**config.mk**
```make
export PLATFORM = sky130hd
export DESIGN_NAME = result_dump_uart
export DESIGN_NICKNAME = d
export VERILOG_FILES = /design/src/rtl/result_dump_uart_pkg.sv /design/src/rtl/result_dump_uart_tx_byte.sv /design/src/rtl/result_dump_uart.sv
export SDC_FILE = /design/constraint.sdc
export NUM_CORES = 1
export LEC_CHECK = 0
export ABC_AREA = 1
export CAP_MARGIN = 20
export CORE_ASPECT_RATIO = 1.2
export CORE_MARGIN = 4
export CORE_UTILIZATION = 55
export CTS_CLUSTER_SIZE = 30
export DETAILED_ROUTE_END_ITERATION = 7
export GPL_TIMING_DRIVEN = 0
export PLACE_DENSITY = 0.83
export SYNTH_ARGS = -nofsm -noshare
export SYNTH_HDL_FRONTEND = slang
export SYNTH_SLANG_ARGS = --single-unit
export TNS_END_PERCENT = 10
```
**constraint.sdc**
```tcl
create_clock -name clk -period 2.8 [get_ports clk]
set_input_delay 0.42 -clock clk [delete_from_list [all_inputs] [get_ports clk]]
set_output_delay 0.42 -clock clk [all_outputs]
set_load 0.1 [all_outputs]
```
**src/rtl/result_dump_uart_pkg.sv**
```systemverilog
// Shared definitions for the post-halt result dump: FSM state codes,
// UART frame constants and a byte-select helper.
package dump_pkg;

    typedef logic [2:0] state_t;

    localparam state_t ST_IDLE  = 3'd0;
    localparam state_t ST_REQ   = 3'd1;
    localparam state_t ST_WAIT  = 3'd2;
    localparam state_t ST_LATCH = 3'd3;
    localparam state_t ST_SEND  = 3'd4;
    localparam state_t ST_DONE  = 3'd5;

    localparam int UART_DATA_BITS = 8;
    localparam int BYTES_PER_WORD = 4;

    function automatic logic [7:0] word_byte(input logic [31:0] word, input logic [1:0] idx);
        return word[{idx, 3'b000} +: 8];
    endfunction

endpackage

```
**src/rtl/result_dump_uart_tx_byte.sv**
```systemverilog
// 8N1 byte transmitter. The last cycle of the stop bit counts as idle so a
// new start can be accepted back-to-back without an inter-byte gap.
module uart_tx_byte
    import dump_pkg::*;
#(
    parameter int CLKS_PER_BIT = 10416
) (
    input  logic       clk,
    input  logic       rst,
    input  logic       start,
    input  logic [7:0] data,
    output logic       tx,
    output logic       tx_busy,
    output logic       byte_done
);

    localparam int                BAUD_W    = $clog2(CLKS_PER_BIT);
    localparam logic [BAUD_W-1:0] BAUD_LAST = BAUD_W'(CLKS_PER_BIT - 1);
    localparam logic [3:0]        DATA_LAST = 4'(UART_DATA_BITS);
    localparam logic [3:0]        STOP_IDX  = 4'(UART_DATA_BITS + 1);

    logic              active_r;
    logic [BAUD_W-1:0] baud_cnt_r;
    logic [3:0]        bit_idx_r;
    logic [7:0]        shift_r;
    logic              tx_r;
    logic              last_s;

    // Final cycle of the stop bit.
    always_comb begin
        last_s = active_r && (bit_idx_r == STOP_IDX) && (baud_cnt_r == BAUD_LAST);
    end

    assign byte_done = last_s;
    assign tx_busy   = active_r && !last_s;
    assign tx        = tx_r;

    // Baud and bit sequencing; bit index 0 is the start bit, 9 the stop bit.
    always_ff @(posedge clk) begin
        if (rst) begin
            active_r   <= 1'b0;
            baud_cnt_r <= '0;
            bit_idx_r  <= 4'd0;
            shift_r    <= 8'h00;
            tx_r       <= 1'b1;
        end else if (start && !tx_busy) begin
            active_r   <= 1'b1;
            baud_cnt_r <= '0;
            bit_idx_r  <= 4'd0;
            shift_r    <= data;
            tx_r       <= 1'b0;
        end else if (active_r) begin
            if (baud_cnt_r == BAUD_LAST) begin
                baud_cnt_r <= '0;
                if (bit_idx_r == STOP_IDX) begin
                    active_r <= 1'b0;
                    tx_r     <= 1'b1;
                end else if (bit_idx_r == DATA_LAST) begin
                    bit_idx_r <= bit_idx_r + 4'd1;
                    tx_r      <= 1'b1;
                end else begin
                    bit_idx_r <= bit_idx_r + 4'd1;
                    tx_r      <= shift_r[0];
                    shift_r   <= {1'b0, shift_r[7:1]};
                end
            end else begin
                baud_cnt_r <= baud_cnt_r + BAUD_W'(1);
            end
        end
    end

endmodule

```
**src/rtl/result_dump_uart.sv**
```systemverilog
// Once the core halts, reads WORD_COUNT words through the control unit's
// infer port and streams each one MSB-byte first over the UART.
module result_dump_uart
    import dump_pkg::*;
#(
    parameter int          CLKS_PER_BIT = 10416,
    parameter logic [15:0] START_ADDR   = 16'd0,
    parameter int          WORD_COUNT   = 16,
    parameter int          READ_LAT     = 3
) (
    input  logic        clk,
    input  logic        rst,
    input  logic        sk,
    output logic        infer,
    output logic [15:0] infer_addr,
    input  logic [31:0] infer_data,
    output logic        tx,
    output logic        busy,
    output logic        done
);

    state_t      state_r;
    state_t      next_state_s;
    logic [15:0] addr_r;
    logic [15:0] word_cnt_r;
    logic [15:0] lat_cnt_r;
    logic [31:0] word_r;
    logic [1:0]  idx_r;
    logic        infer_r;
    logic        busy_r;
    logic        done_r;
    logic        infer_nxt_s;
    logic        busy_nxt_s;
    logic        done_nxt_s;
    logic        start_s;
    logic [7:0]  tx_data_s;
    logic        tx_busy_s;
    logic        byte_done_s;
    logic        last_word_s;

    assign infer      = infer_r;
    assign infer_addr = addr_r;
    assign busy       = busy_r;
    assign done       = done_r;

    // Word counter reaches WORD_COUNT once the current word is sent.
    always_comb begin
        last_word_s = ((word_cnt_r + 16'd1) == 16'(WORD_COUNT));
    end

    // State register.
    always_ff @(posedge clk) begin
        if (rst) begin
            state_r <= ST_IDLE;
        end else begin
            state_r <= next_state_s;
        end
    end

    // Next-state logic; sk only matters in IDLE.
    always_comb begin
        next_state_s = state_r;
        case (state_r)
            ST_IDLE: begin
                if (sk) next_state_s = ST_REQ;
                else    next_state_s = ST_IDLE;
            end
            ST_REQ:  next_state_s = ST_WAIT;
            ST_WAIT: begin
                if (lat_cnt_r <= 16'd1) next_state_s = ST_LATCH;
                else                    next_state_s = ST_WAIT;
            end
            ST_LATCH: next_state_s = ST_SEND;
            ST_SEND: begin
                if (byte_done_s && (idx_r == 2'd0)) begin
                    if (last_word_s) next_state_s = ST_DONE;
                    else             next_state_s = ST_REQ;
                end else begin
                    next_state_s = ST_SEND;
                end
            end
            ST_DONE: next_state_s = ST_DONE;
            default: next_state_s = ST_IDLE;
        endcase
    end

    // Output decode: the first byte starts straight from the read data in LATCH,
    // later bytes are chained on byte_done so no idle cycles appear between them.
    always_comb begin
        start_s     = 1'b0;
        tx_data_s   = 8'h00;
        infer_nxt_s = (next_state_s == ST_REQ) || (next_state_s == ST_WAIT);
        busy_nxt_s  = (next_state_s != ST_IDLE) && (next_state_s != ST_DONE);
        done_nxt_s  = (next_state_s == ST_DONE);
        case (state_r)
            ST_LATCH: begin
                start_s   = !tx_busy_s;
                tx_data_s = infer_data[31:24];
            end
            ST_SEND: begin
                if (byte_done_s && (idx_r != 2'd0)) begin
                    start_s   = 1'b1;
                    tx_data_s = word_byte(word_r, idx_r - 2'd1);
                end else begin
                    start_s   = 1'b0;
                    tx_data_s = 8'h00;
                end
            end
            default: begin
                start_s   = 1'b0;
                tx_data_s = 8'h00;
            end
        endcase
    end

    // Datapath and registered outputs.
    always_ff @(posedge clk) begin
        if (rst) begin
            addr_r     <= START_ADDR;
            word_cnt_r <= 16'd0;
            lat_cnt_r  <= 16'd0;
            word_r     <= 32'h0000_0000;
            idx_r      <= 2'd0;
            infer_r    <= 1'b0;
            busy_r     <= 1'b0;
            done_r     <= 1'b0;
        end else begin
            infer_r <= infer_nxt_s;
            busy_r  <= busy_nxt_s;
            done_r  <= done_nxt_s;
            case (state_r)
                ST_REQ: lat_cnt_r <= 16'(READ_LAT);
                ST_WAIT: begin
                    if (lat_cnt_r != 16'd0) lat_cnt_r <= lat_cnt_r - 16'd1;
                end
                ST_LATCH: begin
                    word_r <= infer_data;
                    idx_r  <= 2'(BYTES_PER_WORD - 1);
                end
                ST_SEND: begin
                    if (byte_done_s) begin
                        if (idx_r != 2'd0) begin
                            idx_r <= idx_r - 2'd1;
                        end else begin
                            addr_r     <= addr_r + 16'd1;
                            word_cnt_r <= word_cnt_r + 16'd1;
                        end
                    end
                end
                default: ;
            endcase
        end
    end

    uart_tx_byte #(
        .CLKS_PER_BIT(CLKS_PER_BIT)
    ) u_tx (
        .clk       (clk),
        .rst       (rst),
        .start     (start_s),
        .data      (tx_data_s),
        .tx        (tx),
        .tx_busy   (tx_busy_s),
        .byte_done (byte_done_s)
    );

endmodule

```
==> flow_metrics.py <==
metrics = {
    "timing": {
        "final.min_clock_period_ns": 2.427,
        "rsz0062_at_grt": "false",
        "whs_ns": 0.4591,
        "setup_ws_ns": 0.3734,
        "worst_pin_slew_ns": 1.001,
        "clock.fmax_mhz": 412.1,
        "relSlewSlack_pct": 33.08,
        "hold_violations": 0,
        "drv_slew": 0,
        "finalSetupViolCount": 0,
        "finalCritPeriodShare_pct": 86.67,
        "skew_ns": 0.007371,
    },
    "yosys": {
        "synth.most_common_cell": "nand2_1",
        "synth_compound_area_share_pct": 15.56,
        "synth.cell_area_sq_mm": 0.005879,
        "ys_async_sr_fraction_pct": 0,
        "synth_fa_ha_area_share_pct": 2.128,
        "synth_edf_count": 0,
        "synth_top_family_by_area": "simple AND/OR/NAND/NOR gates",
        "syn_nets": 892,
        "synth-seq-cells": 116,
        "synth_top_area_share_pct": 39.50,
        "synth_top_flop_cell": "dfxtp_1",
        "synth_area_leaders": "dfxtp_1 39%, nand2_1 11%, a21oi_1 7.2%",
        "syn_area_per_cell_sq_um": 6.941,
        "synth.area.mux_share_pct": 0,
        "synth_common_cells": "179 x nand2_1, 116 x dfxtp_1, 109 x nor2_1",
        "seq_area_frac_synth_pct": 39.50,
        "ys_warn_count": 0,
        "ys_types": 40,
        "synth-xor-area-share_pct": 4.022,
        "yosys.area_share.simple_pct": 31.05,
        "syn_inst": 847,
        "yosysTopAreaCell": "dfxtp_1",
    },
    "final_layout": {
        "finish.net_count": 963,
        "fillerInstances": 862,
        "synthToLayoutAreaGrowth_pct": 21.69,
        "drive_above_1_share_pct": 6.997,
        "final_cell_area_sq_mm": 0.007154,
        "num_antenna_cells": 0,
    },
    "status": {
        "status": "finished clean",
    },
    "worst_setup_path": {
        "worstSetupStartpoint": "idx_r[0]$_SDFFE_PP0P_",
        "crit_fanout": 10,
        "worstRegToRegCells": 12,
        "timing.rr.start": "idx_r[0]$_SDFFE_PP0P_",
        "required_ns": 3.14,
        "r2r_end": "u_tx.shift_r[4]$_SDFFE_PP0P_",
        "critPathCaptureType": "flop",
        "crit_end": "u_tx.shift_r[4]$_SDFFE_PP0P_",
        "r2r_slack_ns": 0.37,
        "worstSetupStartpointType": "flop",
        "cp_data_arrival_time_ns": 2.77,
        "critPathKind": "flop to flop",
    },
    "floorplan": {
        "start_util_pct": 56.18,
        "num_rows": 41,
        "io_pins": 55,
        "die-width_um": 102.4,
        "die_h_um": 121.3,
        "dieArea_sq_mm": 0.01242,
        "coreArea_sq_mm": 0.01047,
    },
    "placed_design": {
        "dp_hpwl_um": 10080,
        "portBuffers": 53,
        "dp_slack_ns": -0.03901,
        "placed_area_sq_mm": 0.006571,
        "gp_congestion": 0.8898,
    },
    "route": {
        "drtPass1Iterations": 5,
        "wl_um": 14350,
        "dr.first_iter.drc_count": 326,
        "num_vias": 5766,
        "drc": 0,
        "wl_per_cell_um": 13.57,
        "ant_nets": 0,
        "vias_per_cell": 5.450,
    },
    "clock_tree": {
        "cts_max_level": 4,
        "cts.path.max_buffers": 2,
        "cts_buffers": 17,
        "clk-insertion-delay-late_ns": 0.41,
        "cts_root_buf": "clkbuf_16",
        "postCtsHoldBufs": 0,
        "cts_tree": "done",
        "cts_setup_buffers": 0,
        "clkTransAtPathRegs_ns": 0.05,
        "cts_sinks": 116,
    },
    "pwr": {
        "internal_power_uw": 3720,
        "max-vdd-ir-drop_mv": 0.5875,
        "switching_share_pct": 33.14,
        "seqPwrFrac_pct": 34.3,
        "power_density_mw_per_mm2": 777.7,
        "clkPwrFrac_pct": 38.5,
        "switchingPower_uw": 1844,
        "power_frac_comb_pct": 27.2,
        "cellLeakagePower_uw": 0.002748,
    },
    "global_routing": {
        "met3_usage_pct": 5.290,
        "grt_pass1_vias": 5487,
        "met1_usage_pct": 28.88,
        "grt_overflow_total": 0,
        "busiest_layer": "met2",
        "met2_usage_pct": 40.61,
        "track_usage_pct": 24.10,
        "grt_first_pass_wirelength_um": 24090,
        "grt_antenna_before_repair": 0,
        "grt_max_degree": 17,
    },
    "run": {
        "drv_cap": 0,
    },
    "hold_path": {
        "hold_path_class": "flop to flop",
    },
}
sequential cells by signal, indices dropped and copies added, names as in the netlist, 2 cells and up:
signal,cells
word_r,32
infer_addr,16
lat_cnt_r,16
word_cnt_r,16
u_tx.baud_cnt_r,14
u_tx.shift_r,8
u_tx.bit_idx_r,4
state_r,3
idx_r,2
layout make-up:
class                           instances  area [sq um]  area share [%]
Multi-Input combinational cell        617          3102           43.35
Clock buffer                           22         484.2           6.768
Sequential cell                       116          2322           32.46
Tap cell                              129         161.4           2.256
Timing Repair Buffer                   53         530.5           7.415
Buffer                                 29         137.6           1.924
Clock inverter                          8         101.3           1.417
Inverter                               84         315.3           4.407
how the worst min path moves through the flow:
| stage | startpoint | endpoint | slack (ns) | cells after the start |
|---|---|---|---|---|
| after detailed placement | word_r[2]$_SDFFE_PP0P_ | word_r[2]$_SDFFE_PP0P_ | 0.45 | 2 |
| after floorplan | word_r[0]$_SDFFE_PP0P_ | word_r[0]$_SDFFE_PP0P_ | 0.43 | 2 |
| after global placement | word_r[1]$_SDFFE_PP0P_ | word_r[1]$_SDFFE_PP0P_ | 0.44 | 2 |
| after CTS | word_r[20]$_SDFFE_PP0P_ | word_r[20]$_SDFFE_PP0P_ | 0.46 | 2 |
| after global routing | word_r[6]$_SDFFE_PP0P_ | word_r[6]$_SDFFE_PP0P_ | 0.48 | 2 |
| final | word_r[19]$_SDFFE_PP0P_ | word_r[19]$_SDFFE_PP0P_ | 0.46 | 2 |
power by group through the flow:
stage | logic, uW | registers, uW | clock network, uW
floorplan | 1060 | 2010 | 0
global placement | 1430 | 1930 | 0
detailed placement | 1460 | 1930 | 0
CTS | 1500 | 1900 | 2150
global route | 1700 | 1930 | 2220
finish | 1510 | 1910 | 2140
metal layers:
metal | wire (um) | up-vias
met4 | 429 | 0
met2 | 7031 | 181
met3 | 727 | 30
met1 | 6163 | 2618
li1 | - | 2937
met5 | 0 | -
logic make-up (layout without fill, tap and decap cells):
logic type,Yosys count,in the layout
simple gates,408,408
flops,116,116
compound gates,172,172
buf+inv,114,196
xor+xnor,27,27
fa+ha+maj,10,10
stage by stage:
| stage | std cells | util [%] | setup TNS, ns | total power, uW |
|---|---|---|---|---|
| after floorplan | 847 | - | 0 | 3072 |
| final | 1058 | 68.36 | 0 | 5564 |
| after CTS | 1059 | 68.40 | 0 | 5550 |
| after global routing | 1058 | 68.36 | 0 | 5852 |
| after detailed placement | 1029 | 62.79 | -0.06340 | 3391 |
| after global placement | 1029 | 62.79 | 0 | 3364 |
cells in the final DEF (no fill, tap or decap), types with 2 or more instances in the layout:
cell type	Yosys	routed
bufinv_16	0	2
inv_1	74	74
xnor2_1	8	8
clkinv_2	0	2
xor2_1	19	19
nand3_1	45	45
clkbuf_1	21	20
o21ai_1	9	9
o21bai_1	3	3
clkbuf_16	0	17
clkbuf_8	0	4
a211oi_2	3	3
buf_2	4	4
clkdlybuf4s50_1	0	53
inv_2	8	9
buf_6	2	2
a21oi_1	85	85
dfxtp_1	116	116
nand2_1	179	179
nor3b_1	8	8
a31oi_1	6	6
clkinvlp_4	0	3
o21ai_0	60	60
a211oi_1	3	3
nor3_2	6	6
buf_4	2	2
nand3b_1	9	9
nor2_1	109	109
nor3_1	25	25
nand4_1	16	16
ha_1	10	10
nor2_2	2	2
what timing repair did:
action | 4_1_cts | 5_1_grt
resized for setup | 1 | 1
endpoints found under the setup margin | 4 | 8
pin swaps | 0 | 0
critical path: stages (launching register included):
cell and delay [ns]:
dfxtp_1 0.31, clkbuf_1 0.24, clkbuf_2 0.28, inv_1 0.09
ha_1 0.48, inv_2 0.15, a21oi_1 0.13, o21ai_0 0.17
nand2_1 0.14, nand3_1 0.08, nand2_1 0.08, nand2_1 0.07
a21oi_1 0.13
No activity file was read; power rests on OpenSTA's default activity.
==> RTL change 1, RTL diff (config.mk and constraints unchanged) <==
`CLKS_PER_BIT` is set to 10416 in 2 places; all go to 5208.
--- a/src/rtl/result_dump_uart_tx_byte.sv
+++ b/src/rtl/result_dump_uart_tx_byte.sv
@@ -5,3 +5,3 @@
 #(
-    parameter int CLKS_PER_BIT = 10416
+    parameter int CLKS_PER_BIT = 5208
 ) (
--- a/src/rtl/result_dump_uart.sv
+++ b/src/rtl/result_dump_uart.sv
@@ -5,3 +5,3 @@
 #(
-    parameter int          CLKS_PER_BIT = 10416,
+    parameter int          CLKS_PER_BIT = 5208,
     parameter logic [15:0] START_ADDR   = 16'd0,
Behaviour: same outputs for any inputs over 10 cycles, from zero or initial values and one cycle with rst high; that may be too few to reach the edited logic, so the function may still have changed.
==> RTL change 1 against the original RTL <==
Power is 2.3% lower. Final area is 0.72% higher. Synthesized area up 0.13%. Wire length up 0.65%. Worst setup slack got worse by 0.035 ns. First-iteration DRC count down 0.61%. Sequential cell count down 1. Clock skew up 0.0019 ns. Highest routed layer unchanged.
==> RTL change 1: results <==
[sta]
tightest_slew_ns = 0.9784
finClkSkew_ns = 0.009318

[setup_path]
crit_path_max_fanout = 7
crit_start = "infer_addr[3]"
cp_data_arrival_time_ns = 2.04
critical-path-slowest-cell = "clkdlybuf4s50_1"
slowest_delay_ns = 1.18

[synth]
synth_cell_types = 42
synth_common_cells = "nand2_1 (156), dfxtp_1 (115), nor2_1 (97)"
syn-num-nets = 885
ys_seq_area_frac = 0.3911
synthTopCellsByArea = "dfxtp_1 (39%), nand2_1 (9.9%), a21oi_1 (7.1%)"
avgSynthCellArea_um2 = 7.017

[global_route]
grt_use_met1 = 0.2902
met3_usage = 0.04428
grt_antenna_before_repair = 0
grt_pass1_wl_um = 24560
track_usage = 0.2466
use_met2 = 0.4285
grt_pass1_vias = 5488

[route]
wirelength_um = 14450
drtIter0Drc = 324
vias_per_cell = 5.384
wl_met1_um = 6045
via_count = 5675
met2_length_um = 7458
dr_wl_met3_um = 603

[power]
p_leak_nw = 2.730
ir_worst_vdd_v = 0.0004163
switching_share = 0.3274

[cells_and_area]
multi_input_area_share = 0.4266
finalNetCount = 958
drive_gt1_frac = 0.08541
buffers_excl_clock = 80
clkCellAreaFrac = 0.08543
inv_count = 104
num-fill-cells = 861
multi_input_area_um2 = 3074
seq_cell_count = 115
seq-cell-share = 0.3195
final-nonclk-buf-share = 0.09168
syn_to_final_growth_pct = 22.40
num-multi-input-gates = 594

[clock_network]
cts.repair.resized = 0
post-cts-setup-buffers = 0

[place]
dpl.hpwl_um = 10110
numPortBuffers = 54
postPlaceCellArea_um2 = 6589
place_inst = 1022
gp_congestion = 0.8756
dp_slack_ns = 0.3720

[hold_path]
min-delay-path-class = "reg -> reg"
hold_start = "word_r[1]"

[run_status]
status = "completed"
RTL change 1: cell families after synthesis:
logic type,count (synthesis),synth area share
simple gates,365,0.2882
compound gates,188,0.1660
buf+inv,130,0.08671
flops,115,0.3911
xor+xnor,30,0.04463
fa+ha+maj,11,0.02338
RTL change 1: power groups by stage:
stage / Sequential (mW) / Clock [mW] / Combinational, mW
5_1_grt: 1.90 / 2.34 / 1.47
4_1_cts: 1.88 / 2.27 / 1.30
3_5_place_dp: 1.91 / 0 / 1.28
2_1_floorplan: 2.00 / 0 / 0.901
3_3_place_gp: 1.91 / 0 / 1.27
6_report: 1.88 / 2.26 / 1.30
RTL change 1: worst paths after layout:
kind / end / slack [ns] / depth (start not counted)
max: infer_addr[3] / 0.34 / 1
min: word_r[1] / 0.46 / 2
max reg2reg: u_tx.shift_r[7] / 0.35 / 12
min reg2reg: word_r[1] / 0.46 / 2
==> RTL change 2, RTL diff (config.mk and constraints unchanged) <==
Without the edit above. Make the reset (`rst`) asynchronous in 3 clocked blocks.
--- a/src/rtl/result_dump_uart_tx_byte.sv
+++ b/src/rtl/result_dump_uart_tx_byte.sv
@@ -38,3 +38,3 @@
     // Baud and bit sequencing; bit index 0 is the start bit, 9 the stop bit.
-    always_ff @(posedge clk) begin
+    always_ff @(posedge clk or posedge rst) begin
         if (rst) begin
--- a/src/rtl/result_dump_uart.sv
+++ b/src/rtl/result_dump_uart.sv
@@ -51,3 +51,3 @@
     // State register.
-    always_ff @(posedge clk) begin
+    always_ff @(posedge clk or posedge rst) begin
         if (rst) begin
@@ -116,3 +116,3 @@
     // Datapath and registered outputs.
-    always_ff @(posedge clk) begin
+    always_ff @(posedge clk or posedge rst) begin
         if (rst) begin
Check against the original RTL: differs if rst is asserted again (counterexample within 4 cycles, from zero or initial values and one cycle with rst high); with rst held inactive, the same outputs for 10 cycles.
==> RTL change 2 against the original RTL <==
Wire length fell by 4.8%. Synthesized area rose by 3.3%. Core utilization rose by 1.5 points. Synthesized cell count fell by 5.3%. Global-route usage fell by 1.6 points. Final area rose by 4.2%. Critical path type is now reg -> out. Sequential cell count did not move. Final cell count fell by 3.6%. Worst hold slack got worse by 0.042 ns. Worst setup slack got worse by 0.059 ns. Critical endpoint is now infer_addr[6].
Power is not compared: it rests on default switching activity, and its combinational part moved more than twofold at a synthesized area within 25%.
==> RTL change 2: results <==
[cells_and_area]
finalNetCount = 922
num-fill-cells = 839
drive_gt1_frac = 0.07520
top_register = "word_r"
stdcell_count = 1020

[global_route]
grt_pass1_vias = 5273
track_usage = 0.2253
grt_pass1_wl_um = 23410
grt_max_degree = 37

[setup_path]
critPathTopFamily = "buffers and inverters"
critical-path-slowest-cell = "clkdlybuf4s50_1"
slowest_delay_ns = 1.18
cp_data_arrival_time_ns = 2.07
crit_path_max_fanout = 6
crit_start = "infer_addr[6]"
worstReg2RegStart = "idx_r[0]"

[route]
wl_per_cell_um = 13.40
drtPass1Iterations = 5
vias_per_cell = 5.331
drtIter0Drc = 274

[hold_path]
min-delay-path-class = "in -> async"

[sta]
relSlewSlack = 0.3405
finClkSkew_ns = 0.008956

[synth]
async_flop_share = 1.000
synthTopCellsByArea = "dfrtp_1 (47%), nand2_1 (17%), nor2_1 (5.1%)"
syn-num-nets = 846
ys_seq_area_frac = 0.4782
ys.flop_type = "dfrtp_1"
syn_inst = 802
synth_common_cells = "nand2_1 (280), dfrtp_1 (115), nor2_1 (83)"

[place]
place_inst = 988
postPlaceCellArea_um2 = 6839
gp_congestion = 0.9144
dp_slack_ns = 0.3608
dpl.hpwl_um = 9821
numPortBuffers = 54

[clock_network]
cts.repair.resized = 0

[run_status]
status = "completed"
==> RTL change 2: worst register-to-register path, cell delays in order (launching register included) <==
cell and delay [ns]:
dfrtp_1 0.39, inv_1 0.17, clkbuf_2 0.28, ha_1 0.36, inv_1 0.26, o21ai_0 0.15, o22ai_1 0.23, nand3_1 0.12
nand2_1 0.09, nand2_1 0.07, nand2_1 0.07, nand2_1 0.06, nand2_1 0.08
==> RTL change 2: layout make-up <==
class / count / area [um^2] / share of cell area
Buffer: 15 / 62.56 / 0.008393
Sequential cell: 116 / 2904 / 0.3896
Tap cell: 129 / 161.4 / 0.02166
Timing Repair Buffer: 57 / 600.6 / 0.08058
Clock buffer: 23 / 488.0 / 0.06547
Inverter: 75 / 285.3 / 0.03827
Clock inverter: 9 / 125.1 / 0.01679
Multi-Input combinational cell: 596 / 2826 / 0.3792
==> RTL change 2: power by group through the flow <==
stage	Clock (mW)	Combinational (mW)	Sequential (mW)
global route	2.31	0.149	1.73
CTS	2.23	0.134	1.72
global placement	0	0.120	1.75
floorplan	0	0.0580	1.75
finish	2.22	0.132	1.73
detailed placement	0	0.133	1.75
==> RTL change 2: kinds of logic after synthesis <==
| group | Yosys count | synth area share |
|---|---|---|
| buf+inv | 90 | 0.05645 |
| flops | 116 | 0.4782 |
| fa+ha+maj | 9 | 0.01854 |
| compound gates | 107 | 0.09539 |
| simple gates | 457 | 0.3183 |
| xor+xnor | 23 | 0.03317 |
==> RTL change 2: metal layers <==
| metal | global-route usage | part of all wire |
|---|---|---|
| met3 | 0.04648 | 0.043 |
| met4 | 0.1039 | 0.025 |
| met1 | 0.2671 | 0.42 |
| met2 | 0.3976 | 0.52 |
| met5 | 0 | 0 |
==> RTL change 2: worst paths after layout <==
kind,to,slack (ns),cells past startpoint
max in group asynchronous,word_cnt_r[13],1.60,4
min reg2reg,u_tx.tx,0.47,2
max reg2reg,u_tx.shift_r[0],0.41,12
min in group clk,u_tx.tx,0.47,2
min,u_tx.baud_cnt_r[12],0.42,2
max,infer_addr[6],0.31,1
